File: src/rtl/id_rob_queue.sv
// id_rob_queue: elastic valid/ready queue between ID and ROB dispatch with flush and occupancy
module id_rob_queue #(
    parameter int WIDTH     = 160,
    parameter int DEPTH     = 4,
    parameter int AF_THRESH = DEPTH - 1
) (
    input  logic                     clk,
    input  logic                     rst,
    input  logic                     flush,
    input  logic                     in_valid,
    input  logic [WIDTH-1:0]         in_data,
    output logic                     in_ready,
    output logic                     out_valid,
    output logic [WIDTH-1:0]         out_data,
    input  logic                     out_ready,
    output logic [$clog2(DEPTH):0]   count,
    output logic                     almost_full
);
    localparam int AW = $clog2(DEPTH);
    localparam int CW = AW + 1;
    localparam logic [CW-1:0] FULL = CW'(DEPTH);
    localparam logic [CW-1:0] AF   = CW'(AF_THRESH);

    logic [WIDTH-1:0] mem [DEPTH];
    logic [AW-1:0]    wr_ptr;
    logic [AW-1:0]    rd_ptr;
    logic             push;
    logic             pop;

    assign in_ready    = (count != FULL) & ~flush;
    assign out_valid   = (count != '0);
    assign out_data    = out_valid ? mem[rd_ptr] : '0;
    assign almost_full = (count >= AF);
    assign push        = in_valid & in_ready & ~flush;
    assign pop         = out_valid & out_ready & ~flush;

    // payload array: written on accepted push only, contents masked by out_valid
    always_ff @(posedge clk) begin
        if (push) mem[wr_ptr] <= in_data;
    end

    // pointers and occupancy; flush outranks push and pop
    always_ff @(posedge clk or negedge rst) begin
        if (!rst) begin
            wr_ptr <= '0;
            rd_ptr <= '0;
            count  <= '0;
        end else if (flush) begin
            wr_ptr <= '0;
            rd_ptr <= '0;
            count  <= '0;
        end else begin
            wr_ptr <= wr_ptr + AW'(push);
            rd_ptr <= rd_ptr + AW'(pop);
            count  <= count + CW'(push) - CW'(pop);
        end
    end
endmodule

File: config.mk
export PLATFORM = sky130hd
export DESIGN_NAME = id_rob_queue
export DESIGN_NICKNAME = d
export VERILOG_FILES = /design/src/rtl/id_rob_queue.sv
export SDC_FILE = /design/constraint.sdc
export NUM_CORES = 1
export LEC_CHECK = 0
export CAP_MARGIN = 0
export CORE_AREA = 2 2 254 256
export CTS_BUF_LIST = sky130_fd_sc_hd__clkbuf_4
export DETAILED_ROUTE_END_ITERATION = 8
export DIE_AREA = 0 0 256 258
export GPL_TIMING_DRIVEN = 1
export PLACE_DENSITY_LB_ADDON = 0.2
export REMOVE_ABC_BUFFERS = 1
export SLEW_MARGIN = 20
export SYNTH_ARGS = -nofsm -noshare
export SYNTH_HDL_FRONTEND = slang
export SYNTH_SLANG_ARGS = --single-unit
File: constraint.sdc
create_clock -name clk -period 32.6 [get_ports clk]
set_input_delay 6.52 -clock clk [delete_from_list [all_inputs] [get_ports clk]]
set_output_delay 6.52 -clock clk [all_outputs]
set_load 0.02 [all_outputs]
* After elaboration in Yosys (flattened, before gate mapping)
Memories as Yosys holds them, arrays and structs flattened. Cells that the tools add are included.
Storage, ports and cells: bits in registers 7, memories 1, output and inout bits 166, bits in writable memories 640, word-level logic and storage cells 23
Operators by class: add/subtract/negate cells 4, bitwise logic cells 6, muxes and demuxes 6, magnitude comparators 1, equality and inequality tests 1, reduce and logical (&&, ||, !) cells 1
Memory list:
- mem | words 4, bits a word 160, rd ports 1, clocked after memory_dff 0, write ports 1, RTL line 24 | logic [WIDTH-1:0] mem [DEPTH];
Operator list (count):
- 2-to-1 mux 160 bit | 1
- bitwise AND 1 bit | 5
- adder 2 x 1 -> 2 bit | 2
- 2-to-1 mux 2 bit | 2
- adder 3 x 1 -> 3 bit | 1
- >= comparator 3 x 2 -> 1 bit (second input constant) | 1
- 2-to-1 mux 3 bit | 1
- inequality test 3 bit (second input constant) | 1
- nonzero test 3 bit | 1
- subtractor 3 x 1 -> 3 bit | 1
- 2-to-1 mux 1 bit | 2
- NOT 1 bit | 1

* Longest topological paths before layout
word-level depth 7, depth in mapped cells 11

* Worst setup path after synthesis
OpenSTA, ideal clock, no wires.
path type input-to-reg, from input flush, to memory mem[1][0], enable pin, stages on the path 3, path slack 8238 ps, required time 31473 ps, setup time 1127 ps, arrival time 23235 ps, path buffers 1, cells stage by stage clkbuf_1 -> nand2b_1 -> nor4b_1
Between the ends: cells in the longest elaborated chain, start to end 6
RTL lines:
- start: declaration | RTL line 9 | input logic flush,
- NOT 1 bit * | RTL line 30, 34
- bitwise AND 1 bit | RTL line 30 | assign in_ready = (count != FULL) & ~flush;
- bitwise AND 1 bit | RTL line 34 | assign push = in_valid & in_ready & ~flush;
- bitwise AND 1 bit * | RTL line 34
- 2-to-1 mux 1 bit * | RTL line 39 | if (push) mem[wr_ptr] <= in_data;
- 2-to-1 mux 1 bit (not written as such) * | RTL line 39
- end: declaration | RTL line 24
Every way passes the cells marked *; elsewhere a longest branch is shown, timed or not.

* Worst setup path after layout
from input flush, to output in_ready
Between the ends: cells in the longest elaborated chain, start to end 2
RTL lines:
- NOT 1 bit | RTL line 30
- bitwise AND 1 bit | RTL line 30
- end: declaration | RTL line 12 | output logic in_ready,
No other way between the ends.

==> results.toml <==
[outcome]
run_status = "completed"

[detailed_routing]
first_pass_iters = 4
detail_route.vias_per_cell = 4.83
drt_iter0_drc = 691
ant_nets = 0
average_detailed_routed_wire_length_per_instance_um = 21.1
routed_wl_mm = 52.6
vias = 12063
post-route-drc-count = 0

[place]
gpl.final_weighted_congestion = 0.702
count_of_buffers_inserted_at_the_top_level_ports = 330
dp_cells = 2208
placedInstanceArea_mm2 = 0.0288
dp_hpwl_mm = 29.5

[yosys]
synthesis.area_per_instance_um2 = 23.3
yosys.area_share.xor_xnor_pct = 0.107
synth.distinct_cells = 24
yosys-mux-area-fraction_pct = 14.7
syn-cell-area_mm2 = 0.0245
largest_family_of_logic_cells_by_synthesized_area = "multiplexers"
synth_simple_gate_area_share_pct = 4.54
postSynthCellCount = 1054
synth-adder-area-share_pct = 0.336
ys_seq_elements = 647
ys.warnings.count = 0
synth.yosys.seq_area_share_pct = 79.0
synth_compound_gate_area_share_pct = 0.0204

[cells_and_area]
design.final.nets = 1694
layout_commonest_cell = "sky130_fd_sc_hd__edfxtp_1"
area_growth_syn_to_layout_pct = 25.9
layout_common_cells = "sky130_fd_sc_hd__edfxtp_1 (640), sky130_fd_sc_hd__clkdlybuf4s50_1 (330), sky130_fd_sc_hd__clkbuf_4 (246)"
final_cell_count_no_fill = 2495
final_cell_area_mm2 = 0.0309
post_route_cells_drive_above_1_share_pct = 27.6

[worst_setup_path]
path_max_fanout = 10
worstSetupPathType = "in -> out"
cp-end-kind = "output pin"
cp-start-kind = "input pin"
cp_data_required_time_ps = 26080
crit_arrival_ps = 7880

[grt]
vias_in_the_first_global_route = 13199
grt_first_pass_wirelength_mm = 79.1
grt_start_max_net_pins = 90
grt_util_all_layers_pct = 16.2
gr-total-overflow = 0
grt_antenna_before_repair = 9

[timing]
final_min_period_over_clock_period_pct = 44.2
setup_viol_count_final = 0
layout_min_cycle_time_ps = 14400
timing.setup.tns_ps = 0
max_freq_mhz = 69.5
timing.clock.skew_ps = 55.8
grt_setup_unrepaired = "false"
tightest_slew_ps = 1030
max_slew_margin_pct = 31.1
final_max_slew_viol_count = 0
hold_violation_total_from_the_final_report = 0

[cts]
clock_transition_at_the_registers_of_the_reported_paths_ps = 60
cts_num_sinks = 647
tritoncts_clock_tree = "yes"
cts_max_path_buffers = 3
cts.repair.resized = 0
insertion_delay_ps = 940
post_cts_setup_repair_bufs = 0
cts.root.buffer_cell = "sky130_fd_sc_hd__clkbuf_4"
cts_buffers = 168
clock_tree.htree_level_count = 4
cts-hold-fix-buffers = 0

[die]
row_count = 93
design.portCount = 331
core_outline_area_mm2 = 0.0636
die_height_um = 258
initial_util_pct = 38.6
die_width_um = 256
die_area_mm2 = 0.0660

[power]
cell_internal_pwr_uw = 1580
switching_share_pct = 28.4
clkPwrFrac_pct = 30.4
power_frac_seq_pct = 43.8
total_leakage_power_uw = 0.00988
vdd_ir_drop_max_mv = 0.0818
power.switching_uw = 626
comb_power_share_pct = 25.8
powerDensity_mw_per_mm2 = 71.3

[flow_run]
max-cap-violations = 0

[min_path]
hold_path_class = "reg -> reg"
[logic make-up after synthesis]
family	count (synthesis)
buffers and inverters	58
adder cells (fa/ha/maj)	6
flip-flops	647
multiplexers	160
XOR/XNOR	3
AND/OR/NAND/NOR	179
AO/OA/AOI/OAI	1
[through the flow]
stage / hold slack, ps / utilization, % / total power, uW / setup WS [ps]
2_1_floorplan: 548 / - / 1310 / 8440
3_3_place_gp: 632 / 45.3 / 1570 / 18180
3_5_place_dp: 632 / 45.3 / 1570 / 18190
4_1_cts: 670 / 48.5 / 2250 / 18180
5_1_grt: 694 / 48.6 / 2320 / 18130
6_report: 683 / 48.6 / 2200 / 18200
[worst paths after layout]
path,startpoint,endpoint,slack [ps],cells after the start
setup reg to reg,count[1],count[2],28860,10
hold / removal,wr_ptr[1],wr_ptr[1],680,2
hold reg to reg,wr_ptr[1],wr_ptr[1],680,2
setup / recovery,flush,in_ready,18200,3
min in group asynchronous,rst,count[0],5850,1
max in group asynchronous,rst,rd_ptr[1],26470,1
[power groups by stage]
| stage | Sequential (uW) | Clock, uW | Combinational [uW] |
|---|---|---|---|
| after global placement | 983 | 0 | 583 |
| final | 966 | 669 | 568 |
| after detailed placement | 985 | 0 | 582 |
| after floorplan | 1010 | 0 | 299 |
| after CTS | 967 | 698 | 584 |
| after global routing | 970 | 740 | 606 |
[flip-flops by register name (all words and copies together) (netlist names)]
name and cells:
mem 640, rd_ptr 2, wr_ptr 2, count 3
[per-layer routing]
| layer | GRT usage (%) | vias up | routed length, um |
|---|---|---|---|
| met5 | 0 | - | 85 |
| met4 | 6.43 | 12 | 1020 |
| met3 | 6.07 | 96 | 3810 |
| met2 | 26.4 | 353 | 26500 |
| met1 | 19.6 | 6218 | 21200 |
| li1 | - | 5384 | - |
[critical path, stage by stage]
cell and delay (ps):
sky130_fd_sc_hd__clkdlybuf4s50_1 560, sky130_fd_sc_hd__nor2_1 180, sky130_fd_sc_hd__clkdlybuf4s50_1 620
[cell usage after synthesis]
| cell type | instances | area (um2) |
|---|---|---|
| sky130_fd_sc_hd__o21ai_0 | 1 | 5.00 |
| sky130_fd_sc_hd__nor2_1 | 6 | 22.5 |
| sky130_fd_sc_hd__ha_1 | 5 | 62.6 |
| sky130_fd_sc_hd__buf_6 | 11 | 124 |
| sky130_fd_sc_hd__and3b_1 | 1 | 8.76 |
| sky130_fd_sc_hd__nor3b_1 | 1 | 7.51 |
| sky130_fd_sc_hd__nand2b_1 | 1 | 6.26 |
| sky130_fd_sc_hd__nand2_1 | 1 | 3.75 |
| sky130_fd_sc_hd__nor2b_1 | 3 | 18.8 |
| sky130_fd_sc_hd__inv_1 | 3 | 11.3 |
| sky130_fd_sc_hd__or2_2 | 1 | 6.26 |
| sky130_fd_sc_hd__xnor2_1 | 2 | 17.5 |
| sky130_fd_sc_hd__clkbuf_1 | 25 | 93.8 |
| sky130_fd_sc_hd__nor4bb_1 | 1 | 10.0 |
| sky130_fd_sc_hd__dfrtp_1 | 7 | 175 |
| sky130_fd_sc_hd__fa_1 | 1 | 20.0 |
| sky130_fd_sc_hd__xor2_1 | 1 | 8.76 |
| sky130_fd_sc_hd__or3_1 | 1 | 6.26 |
| sky130_fd_sc_hd__nor4b_1 | 2 | 17.5 |
| sky130_fd_sc_hd__buf_2 | 19 | 95.1 |
| sky130_fd_sc_hd__nor4_1 | 1 | 6.26 |
| sky130_fd_sc_hd__mux4_2 | 160 | 3600 |
| sky130_fd_sc_hd__and2_1 | 160 | 1000 |
| sky130_fd_sc_hd__edfxtp_1 | 640 | 19200 |
[cell type report]
class / count / area, um2
flip-flops and latches: 647 / 19400
clock inverters: 38 / 216
clock buffers: 246 / 1850
inverters: 3 / 11.3
repair buffers: 354 / 3480
multi-input cells: 349 / 4880
well taps: 855 / 1070
diodes: 3 / 7.51
fillers: 5358 / 32700
Note: power is estimated with default switching activity, not from simulation.
==> edit 1 (config.mk and constraints unchanged) <==
Register the output `count` once more; this adds one clock of latency there. The other outputs are not delayed to match.
--- a/src/rtl/id_rob_queue.sv
+++ b/src/rtl/id_rob_queue.sv
@@ -22,4 +22,6 @@
     localparam logic [CW-1:0] AF   = CW'(AF_THRESH);
 
+    logic [$clog2(DEPTH):0] count_s0;
+
     logic [WIDTH-1:0] mem [DEPTH];
     logic [AW-1:0]    wr_ptr;
@@ -28,8 +30,8 @@
     logic             pop;
 
-    assign in_ready    = (count != FULL) & ~flush;
-    assign out_valid   = (count != '0);
+    assign in_ready    = (count_s0 != FULL) & ~flush;
+    assign out_valid   = (count_s0 != '0);
     assign out_data    = out_valid ? mem[rd_ptr] : '0;
-    assign almost_full = (count >= AF);
+    assign almost_full = (count_s0 >= AF);
     assign push        = in_valid & in_ready & ~flush;
     assign pop         = out_valid & out_ready & ~flush;
@@ -45,15 +47,19 @@
             wr_ptr <= '0;
             rd_ptr <= '0;
-            count  <= '0;
+            count_s0 <= '0;
         end else if (flush) begin
             wr_ptr <= '0;
             rd_ptr <= '0;
-            count  <= '0;
+            count_s0 <= '0;
         end else begin
             wr_ptr <= wr_ptr + AW'(push);
             rd_ptr <= rd_ptr + AW'(pop);
-            count  <= count + CW'(push) - CW'(pop);
+            count_s0 <= count_s0 + CW'(push) - CW'(pop);
         end
     end
+    always_ff @(posedge clk) begin
+        count <= count_s0;
+    end
+
 endmodule
 
Behaviour: not the same (a bounded check fails within 4 cycles, from zero or initial values and one cycle with rst low).
==> edit 1 against the unedited design <==
- sequential share of layout area increased by 0.16 points
- critical path depth stayed put
- first-iteration DRC count down 15%
- largest power group unchanged
- synthesized cell count increased by 0.28%
- cell area barely moved
- highest routed layer unchanged
- maximum frequency hardly changed
- sequential cell count rose by 3
- clock skew rose by 0.013 ns
- synthesized area is 0.24% higher
- wire length down 0.44%
- register-to-register slack improved by 0.38 ns
- die area unchanged
- total power is 0.19% lower
- setup slack got worse by 0.0096 ns
==> edit 1: results (changes against the unedited design) <==
initial antenna violation count=8 (was 9); FFs w/ async S/R, synth=1.077% (was 1.082%); Largest regs=mem (640), count (3), count_s0 (3) (was mem (640), count (3)); first-pass GRT wire length=79,270 µm (was 79,100 µm); Slew @ Worst Pin=1.045 ns (was 1.033 ns); depth of the CTS H-tree=4 (unchanged); GRT Util Overall=16.15% (was 16.17%); Power Sequential=0.972 mW (was 0.966 mW); Avg WL per Cell=21.01 µm (was 21.08 µm); RD Place Congestion=0.7392 (was 0.7021); Max IR drop VDD=39.80 µV (was 81.80 µV); Worst EP arrival=7.89 ns (was 7.88 ns); Yosys cell types=25 (was 24); mux cell area share after synthesis=14.64% (was 14.68%); post-synthesis compound-gate area fraction=0.02034% (was 0.02039%); drt first pass iters=5 (was 4); largest net degree at the start of global routing=84 (was 90); Worst Clk Skew=0.06855 ns (was 0.05579 ns); post-DP HPWL=30,010 µm (was 29,500 µm); Nets=1,696 (was 1,694); top post-synthesis cells by area=edfxtp_1 78%, mux4_2 15%, and2_1 4.1%, dfrtp_1 0.71%, buf_6 0.50% (unchanged); post-synthesis adder-cell area fraction=0.3356% (was 0.3364%); Detailed Route Iter0 Violations=586 (was 691); layout cells sized above 1=27.46% (was 27.61%); run status=finished, final reports clean (unchanged); Filler cells=5,411 (was 5,358); Final Routed Wirelength=52,370 µm (was 52,600 µm); syn avg cell area=23.28 µm² (was 23.29 µm²); post-synthesis sequential area ratio=79.05% (was 79.00%); total number of vias=12,100 (was 12,060); cell total after placement=2,210 (was 2,208); vias in the first global route=13,110 (was 13,200); Int Pwr=1.578 mW (about the same); worst-path fanout max=10 (unchanged); post-CTS sizing=0 (unchanged); P_leak=9.880 nW (was 9.883 nW); Synth Area in XOR/XNOR=0.1068% (was 0.1070%)
[edit 1: final timing paths]
kind	startpoint	end	slack (ns)	cells after the start
min in group asynchronous	rst	rd_ptr[0]	5.84	1
hold / removal	count_s0[2]	count[2]	0.48	0
setup reg to reg	count_s0[2]	mem[3][87]	29.24	5
hold reg to reg	count_s0[2]	count[2]	0.48	0
max in group asynchronous	rst	rd_ptr[1]	26.49	1
setup / recovery	flush	in_ready	18.19	3
[edit 1: cells by family after synthesis]
logic type / Yosys count
flip-flops: 650
AND/OR/NAND/NOR: 179
multiplexers: 160
buffers and inverters: 58
adder cells (fa/ha/maj): 6
XOR/XNOR: 3
AO/OA/AOI/OAI: 1
[edit 1: layer usage]
layer  track usage [%]  routed length (µm)  vias up
met5                 0                  82        -
met4             6.709                1168       12
met3             6.056                4019      102
met2             25.94               26060      383
met1             19.78               21040     6202
li1                  -                   -     5399
[edit 1: metrics by stage]
| step | power (mW) | utilization (%) | setup WS (ns) | area (µm²) | hold WS [ns] |
|---|---|---|---|---|---|
| floorplan | 1.317 | - | 8.441 | 24300 | 0.3740 |
| global placement | 1.569 | 45.39 | 18.21 | 28890 | 0.4371 |
| detailed placement | 1.571 | 45.39 | 18.19 | 28890 | 0.4471 |
| CTS | 2.247 | 48.58 | 18.18 | 30920 | 0.4687 |
| global route | 2.312 | 48.59 | 18.15 | 30920 | 0.4969 |
| finish | 2.200 | 48.59 | 18.19 | 30930 | 0.4803 |
[edit 1: area by class of cell]
type,instances,area (µm²),area share (%)
Sequential cell,650,19460,62.93
Multi-Input combinational cell,349,4871,15.75
Timing Repair Buffer,353,3476,11.24
Clock buffer,248,1862,6.020
Tap cell,855,1070,3.459
Clock inverter,32,168.9,0.5462
Inverter,3,11.26,0.03641
Antenna cell,3,7.507,0.02427
==> edit 2 (same settings) <==
Made on the original files. Change the parameter `WIDTH` from 160 to 164.
--- a/src/rtl/id_rob_queue.sv
+++ b/src/rtl/id_rob_queue.sv
@@ -1,5 +1,5 @@
 // id_rob_queue: elastic valid/ready queue between ID and ROB dispatch with flush and occupancy
 module id_rob_queue #(
-    parameter int WIDTH     = 160,
+    parameter int WIDTH     = 164,
     parameter int DEPTH     = 4,
     parameter int AF_THRESH = DEPTH - 1
Ports: changed (resized in_data and out_data); port bits go from 331 to 339. The function was not compared with the original's and may differ.
==> edit 2 against the unedited design <==
- via count up 2.8%
- core utilization up 1.3 points
- cell area up 2.7%
- setup slack worse by 0.0033 ns
- wire length up 2.0%
- die area unchanged
- sequential cell count up 16
- register-to-register slack better by 0.06 ns
- total power up 4.3%
- synthesized area up 3.0%
- first-iteration DRC count down 14%
==> edit 2: results (changes against the unedited design) <==
largest net degree at the start of global routing=61 (was 90); Avg WL per Cell=21.20 µm (was 21.08 µm); FFs w/ async S/R, synth=1.056% (was 1.082%); DP Area=29,490 µm² (was 28,840 µm²); Nets=1,732 (was 1,694); mux cell area share after synthesis=14.61% (was 14.68%); vias per inst=4.902 (was 4.835); EDFF count, synth=656 (was 640); Worst Clk Skew=0.04652 ns (was 0.05579 ns); vias in the first global route=13,510 (was 13,200); P_leak=10.17 nW (was 9.883 nW); Filler cells=5,316 (was 5,358); Synth Area in XOR/XNOR=0.1039% (was 0.1070%); Yosys cell types=25 (was 24); post-synthesis compound-gate area fraction=0.01980% (was 0.02039%); worst r2r src=count[2] (was count[1]); first-pass GRT wire length=80,810 µm (was 79,100 µm); GRT Util Overall=16.51% (was 16.17%); RD Place Congestion=0.7215 (was 0.7021); Max IR drop VDD=81.19 µV (was 81.80 µV); Port Buf Inserts=338 (was 330); top post-synthesis cells by area=edfxtp_1 78%, mux4_2 15%, and2_1 4.1%, buf_12 0.79%, dfrtp_1 0.69% (was edfxtp_1 78%, mux4_2 15%, and2_1 4.1%, dfrtp_1 0.71%, buf_6 0.50%); run status=finished, final reports clean (unchanged); Worst-Skew Late Latency=0.92 ns (was 0.94 ns); initial antenna violation count=7 (was 9); post-synthesis adder-cell area fraction=0.3266% (was 0.3364%)
edit 2: cell count changes after synthesis:
cell / unedited run / this run
buf_2: 19 / 17
clkbuf_1: 25 / 20
buf_12: 0 / 10
edfxtp_1: 640 / 656
mux4_2: 160 / 164
and2_1: 160 / 164
buf_6: 11 / 8
edit 2: final cells by class:
cell class,instances,area [µm²],area share (%)
tap,855,1070,3.369
sequential,663,19880,62.62
clock buffer,254,1907,6.005
inverter,3,11.26,0.03547
clock inverter,37,350.3,1.103
antenna,2,5.005,0.01576
multi-input combinational,357,4986,15.70
timing repair buffer,359,3541,11.15
edit 2: cell families after synthesis:
group                      count (synthesis)
AOI/OAI and AO/OA                          1
DFF                                      663
adders and majority gates                  6
and+or+nand+nor                          183
buffers and inverters                     58
muxes                                    164
xor gates and xnor gates                   3
edit 2: worst min-delay path, stage by stage, from the launching register on:
cell	delay [ns]
dfrtp_1	0.44
xnor2_1	0.09
nor2_1	0.08
edit 2: worst paths after layout:
kind | to | slack (ns) | cells past startpoint
worst max-delay path | in_ready | 18.20 | 3
worst min-delay path | wr_ptr[1] | 0.66 | 2
worst max register to register | mem[2][120] | 28.92 | 5
worst min register to register | wr_ptr[1] | 0.66 | 2
max in group asynchronous | rd_ptr[1] | 26.46 | 1
min in group asynchronous | count[2] | 5.86 | 1
edit 2: per-layer routing:
layer	vias to the layer above	share of wire, %	GRT usage (%)
li1	5505	-	-
met1	6430	41	19.99
met2	348	50	26.65
met3	108	7.2	6.410
met4	12	2.3	6.823
met5	-	0.15	0
edit 2: power groups by stage:
| stage | Combinational (mW) | Sequential (mW) | Clock (mW) |
|---|---|---|---|
| 2_1_floorplan | 0.308 | 1.04 | 0 |
| 3_3_place_gp | 0.596 | 1.01 | 0 |
| 3_5_place_dp | 0.595 | 1.01 | 0 |
| 4_1_cts | 0.597 | 0.991 | 0.761 |
| 5_1_grt | 0.620 | 0.993 | 0.803 |
| 6_report | 0.581 | 0.990 | 0.729 |
edit 2: per-stage QoR:
step	util [%]	worst slack, ns	cells
2_1_floorplan	-	8.018	1023
3_3_place_gp	46.33	18.19	2237
3_5_place_dp	46.33	18.18	2237
4_1_cts	49.88	18.18	2528
5_1_grt	49.88	18.12	2529
6_report	49.89	18.20	2530
